--- src/rtl/echo_distance_calc.sv ---
// Ultrasonic echo timer: echo high time (us) -> distance (mm) -> 4-digit packed BCD, with one-cycle valid/timeout strobes.
// Optional ECHO_AVG4_EN: running average of the last four distances (adds one AVG cycle of latency).
module echo_distance_calc #(
    parameter int CLK_MHZ    = 50,
    parameter int TIMEOUT_US = 30000,
    parameter int K_MM       = 11239
) (
    input  logic        clk,
    input  logic        rstn,
    input  logic        echo,
    output logic [15:0] dist_bcd,
    output logic        dist_valid,
    output logic        timeout,
    output logic        busy
);
    localparam int PW = (CLK_MHZ > 1) ? $clog2(CLK_MHZ) : 1;

    localparam logic [2:0] S_IDLE     = 3'd0;
    localparam logic [2:0] S_MEASURE  = 3'd1;
    localparam logic [2:0] S_WAIT_LOW = 3'd2;
    localparam logic [2:0] S_CALC     = 3'd3;
    localparam logic [2:0] S_CONV     = 3'd4;
    localparam logic [2:0] S_DONE     = 3'd5;
`ifdef ECHO_AVG4_EN
    localparam logic [2:0] S_AVG      = 3'd6;
`endif

    logic [2:0]    r_state;
    logic          r_sync1;
    logic          r_echo_s;
    logic          r_echo_d;
    logic [PW-1:0] r_presc;
    logic [14:0]   r_us_cnt;
    logic [29:0]   r_dd;
    logic [3:0]    r_bit_cnt;
    logic [15:0]   r_dist_bcd;
    logic          r_dist_valid;
    logic          r_timeout;
`ifdef ECHO_AVG4_EN
    logic [13:0]   r_buf [4];
    logic [15:0]   w_sum;
    logic [13:0]   w_avg;
`endif

    logic          w_rise;
    logic          w_fall;
    logic [15:0]   w_mm_full;
    logic [13:0]   w_mm;
    logic [29:0]   w_adj;
    logic [29:0]   w_shift;

    assign w_rise = r_echo_s & ~r_echo_d;
    assign w_fall = ~r_echo_s & r_echo_d;

    // us_cnt is bounded by TIMEOUT_US, so the product always fits in 32 bits
    assign w_mm_full = 16'((32'(r_us_cnt) * 32'(K_MM)) >> 16);
    assign w_mm      = (w_mm_full > 16'd9999) ? 14'd9999 : w_mm_full[13:0];

`ifdef ECHO_AVG4_EN
    assign w_sum = 16'(r_buf[0]) + 16'(r_buf[1]) + 16'(r_buf[2]) + 16'(r_buf[3]);
    assign w_avg = 14'(w_sum >> 2);
`endif

    always_comb begin
        w_adj = r_dd;
        for (int n = 0; n < 4; n++) begin
            if (r_dd[14+4*n +: 4] >= 4'd5) begin
                w_adj[14+4*n +: 4] = r_dd[14+4*n +: 4] + 4'd3;
            end
        end
    end
    assign w_shift = w_adj << 1;

    always_ff @(posedge clk) begin
        if (!rstn) begin
            r_state      <= S_IDLE;
            r_sync1      <= 1'b0;
            r_echo_s     <= 1'b0;
            r_echo_d     <= 1'b0;
            r_presc      <= '0;
            r_us_cnt     <= '0;
            r_dd         <= '0;
            r_bit_cnt    <= '0;
            r_dist_bcd   <= '0;
            r_dist_valid <= 1'b0;
            r_timeout    <= 1'b0;
`ifdef ECHO_AVG4_EN
            for (int i = 0; i < 4; i++) r_buf[i] <= '0;
`endif
        end else begin
            r_sync1      <= echo;
            r_echo_s     <= r_sync1;
            r_echo_d     <= r_echo_s;
            r_dist_valid <= 1'b0;
            r_timeout    <= 1'b0;
            case (r_state)
                S_IDLE: begin
                    if (w_rise) begin
                        r_presc  <= '0;
                        r_us_cnt <= '0;
                        r_state  <= S_MEASURE;
                    end
                end
                S_MEASURE: begin
                    // counters freeze on fall so CALC sees the count from the fall cycle
                    if (w_fall) begin
                        r_state <= S_CALC;
                    end else if (r_us_cnt == 15'(TIMEOUT_US)) begin
                        r_timeout <= 1'b1;
                        r_state   <= S_WAIT_LOW;
                    end else if (r_presc == PW'(CLK_MHZ - 1)) begin
                        r_presc  <= '0;
                        r_us_cnt <= r_us_cnt + 15'd1;
                    end else begin
                        r_presc <= r_presc + 1'b1;
                    end
                end
                S_WAIT_LOW: begin
                    if (!r_echo_s) r_state <= S_IDLE;
                end
                S_CALC: begin
`ifdef ECHO_AVG4_EN
                    r_buf[0] <= w_mm;
                    r_buf[1] <= r_buf[0];
                    r_buf[2] <= r_buf[1];
                    r_buf[3] <= r_buf[2];
                    r_state  <= S_AVG;
`else
                    r_dd      <= {16'd0, w_mm};
                    r_bit_cnt <= '0;
                    r_state   <= S_CONV;
`endif
                end
`ifdef ECHO_AVG4_EN
                S_AVG: begin
                    r_dd      <= {16'd0, w_avg};
                    r_bit_cnt <= '0;
                    r_state   <= S_CONV;
                end
`endif
                S_CONV: begin
                    r_dd      <= w_shift;
                    r_bit_cnt <= r_bit_cnt + 4'd1;
                    if (r_bit_cnt == 4'd13) begin
                        r_dist_bcd   <= w_shift[29:14];
                        r_dist_valid <= 1'b1;
                        r_state      <= S_DONE;
                    end
                end
                S_DONE:  r_state <= S_IDLE;
                default: r_state <= S_IDLE;
            endcase
        end
    end

    assign dist_bcd   = r_dist_bcd;
    assign dist_valid = r_dist_valid;
    assign timeout    = r_timeout;
    assign busy       = (r_state != S_IDLE);

endmodule
--- config.mk ---
export PLATFORM = sky130hd
export DESIGN_NAME = echo_distance_calc
export DESIGN_NICKNAME = d
export VERILOG_FILES = /design/src/rtl/echo_distance_calc.sv
export SDC_FILE = /design/constraint.sdc
export NUM_CORES = 1
export LEC_CHECK = 0
export BUFFER_PORTS_ARGS = -buffer_cell sky130_fd_sc_hd__buf_2
export CAP_MARGIN = 10
export CORE_MARGIN = 8
export CORE_UTILIZATION = 45
export DETAILED_ROUTE_END_ITERATION = 16
export PLACE_DENSITY = 0.65
export SLEW_MARGIN = 20
export SYNTH_ARGS = -nofsm -noshare
export SYNTH_HDL_FRONTEND = slang
export SYNTH_SLANG_ARGS = --single-unit
export TNS_END_PERCENT = 5
--- constraint.sdc ---
create_clock -name clk -period 15.1 [get_ports clk]
set_clock_uncertainty 0.15 [all_clocks]
set_input_delay 0.755 -clock clk [delete_from_list [all_inputs] [get_ports clk]]
set_output_delay 0.755 -clock clk [all_outputs]
set_load 0.05 [all_outputs]
==> results.json <==
{
  "n_antenna_cell": 0,
  "critPathKind": "reg -> reg",
  "synthArstFlopShare": 0,
  "tns_ns": 0,
  "via_per_inst": 5.25,
  "crit_fanout": 9,
  "drt_iter0_drc": 383,
  "synthFlopType": "dfxtp_1",
  "power_frac_seq": 0.472,
  "worstReg2RegStart": "r_us_cnt[9]$_SDFFE_PN0P_",
  "grt_use_total": 0.165,
  "vias": 6058,
  "synth_nets": 1125,
  "yosys.cell_count.top_type": "inv_1",
  "path_cells": "fa_1, inv_1, fa_1, inv_1, fa_1, fa_1, fa_1, inv_1, fa_1, inv_1, ha_1, and4_1, and3_1, o2111ai_1, a31oi_2, and2_1, nor3_1, o32ai_1",
  "synthCells": 903,
  "top_usage_layer": "met2",
  "cts.repair.resized": 0,
  "fp-row-count": 49,
  "cts_setup_buffers": 0,
  "drv_cap": 0,
  "insertion_delay_ns": 0.35,
  "tightest_slew_ns": 1.03,
  "netlist_area_um2": 8190,
  "ys_seq_area_frac": 0.193,
  "yosys.area.top_type": "fa_1",
  "comb_power_share": 0.041,
  "crit_path_start_kind": "flop",
  "slowest_stage": "dfxtp_1",
  "cts_hold_buf": 0,
  "hpwl_mm": 14.2,
  "cp_common_cell": "fa_1",
  "critPathLaunch": "r_us_cnt[9]$_SDFFE_PN0P_",
  "start_util": 0.458,
  "cts.clk_slew.worst_paths_ns": 0.07,
  "holdCritStartpoint": "r_sync1$_SDFF_PN0_",
  "grt_use_met1": 0.226,
  "cts_tree": "done",
  "final_util": 0.492,
  "rsz0062_at_grt": "false",
  "gp_congestion": 0.872,
  "core_area_um2": 17900,
  "cts.sinks": 79,
  "syn2layout_area_growth_pct": 7.64,
  "dieArea_um2": 22800,
  "vdd_drop_max_uv": 49.0,
  "postLayoutSetupSlackWorst_ns": 9.22,
  "synth_area_leaders": "fa_1 (23%), dfxtp_1 (19%), ha_1 (19%), inv_1 (8.8%), nor2_1 (3.1%)",
  "p_int_uw": 334,
  "finalMaxSlewViolations": 0,
  "min_period_ns": 5.88,
  "p_leak_uw": 0.00446,
  "hp-class": "reg -> reg",
  "grt_use_met3": 0.0293,
  "avgSynthCellArea_um2": 9.07,
  "pre_cts_ws_ns": 9.23,
  "finalInstanceArea_um2": 8820,
  "grt_pass1_vias": 6073,
  "clock_path_buffers": 2,
  "synth_top_area_frac": 0.227,
  "crit_required_ns": 15.20,
  "drive_gt1_frac": 0.0639,
  "ant_nets": 0,
  "met2_usage": 0.263,
  "synth_edf_count": 0,
  "swShare": 0.253,
  "p_sw_uw": 113,
  "cts_buffers": 9,
  "fp.dieH_um": 151,
  "power.share.clock": 0.487,
  "grt-ovfl-total": 0,
  "fmax_ghz": 0.170,
  "yosys_warnings": 0,
  "arrival_ns": 5.98,
  "cts-root-buf": "clkbuf_16",
  "post_drt_wl_per_cell_um": 15.2,
  "fin_nets": 1141,
  "ys_seq_elements": 79,
  "grt_max_degree": 50,
  "dpl_cell_area_um2": 8520,
  "drc": 0,
  "io_buffers": 21,
  "routed_wl_mm": 17.6,
  "endpoint_kind": "flop",
  "die_w_um": 151,
  "antenna_found_initial": 0,
  "setup_viol": 0,
  "drt-pass1-iter-count": 5,
  "fin_crit_sh": 0.389,
  "cpPeakStageDelay_ns": 0.66,
  "hold_violations": 0,
  "status": "completed",
  "ctsHtreeMaxLevel": 3,
  "relSlewSlack": 0.309,
  "grt_pass1_wl_mm": 29.8,
  "synth_cell_types": 64,
  "synthTopCellsByCount": "inv_1 (193), ha_1 (126), fa_1 (93), dfxtp_1 (79), nor2_1 (68)",
  "ios": 22,
  "p_per_area_nw_per_um2": 50.7
}
## worst max-delay path, delay by kind of cell, from the launching register on
family | cells | cell delay [ns]
adders and majority gates | 7 | 3.22
AOI/OAI and AO/OA | 3 | 0.76
and+or+nand+nor | 4 | 0.72
DFF | 1 | 0.66
buffers and inverters | 4 | 0.25
## layer usage
metal	vias up	share of wire
met5	-	0
li1	2992	-
met3	20	0.042
met1	2951	0.50
met2	95	0.44
met4	0	0.014
## area by class of cell
| class | instances | area [um2] |
|---|---|---|
| well taps | 229 | 287 |
| clock buffers | 10 | 239 |
| clock inverters | 6 | 52.6 |
| flip-flops and latches | 79 | 1580 |
| multi-input cells | 610 | 5790 |
| fillers | 1734 | 9090 |
| repair buffers | 25 | 135 |
| inverters | 194 | 728 |
## final timing paths
path / endpoint / slack, ns / depth (start not counted)
worst max-delay path: r_dd[9]$_SDFFE_PN0P_ / 9.22 / 18
worst min-delay path: r_echo_s$_SDFF_PN0_ / 0.29 / 1
worst max register to register: r_dd[9]$_SDFFE_PN0P_ / 9.22 / 18
worst min register to register: r_echo_s$_SDFF_PN0_ / 0.29 / 1
## kinds of logic (layout without fill, tap and decap cells)
kind of cell               after synthesis  count (layout)  synth area share
adders and majority gates              219             219             0.420
buffers and inverters                  214             235            0.0999
and+or+nand+nor                        209             209             0.126
AOI/OAI and AO/OA                      147             147             0.122
DFF                                     79              79             0.193
xor gates and xnor gates                29              29            0.0310
muxes                                    6               6           0.00733
## power by group through the flow
| stage | Sequential [uW] | Combinational, uW | Clock [uW] |
|---|---|---|---|
| global placement | 216 | 18.4 | 0 |
| CTS | 211 | 18.4 | 223 |
| floorplan | 215 | 14.5 | 0 |
| detailed placement | 216 | 18.3 | 0 |
| global route | 211 | 20.8 | 231 |
| finish | 211 | 18.1 | 218 |
## stage by stage
stage / total power, uW / std cells / hold WS (ns)
6_report: 447 / 1153 / 0.291
5_1_grt: 463 / 1153 / 0.307
4_1_cts: 452 / 1153 / 0.297
3_5_place_dp: 234 / 1137 / 0.280
3_3_place_gp: 234 / 1137 / 0.272
2_1_floorplan: 230 / 903 / 0.262
## cells in the final DEF, fill, tap and decap left out, drive strengths merged, types with 22 or more instances in the layout
master / instances
dfxtp: 79
a22oi: 22
inv: 195
ha: 126
fa: 93
a21oi: 49
nand2: 50
o21ai: 24
nor2: 70
buf: 25
## sequential cells by signal, indices dropped and copies added (netlist names)
name / flops
r_echo_s: 1
dist_bcd: 16
r_us_cnt: 15
timeout: 1
dist_valid: 1
r_bit_cnt: 4
r_dd: 30
r_sync1: 1
r_state: 3
r_echo_d: 1
r_presc: 6
Power figures use the tool's default switching activity.
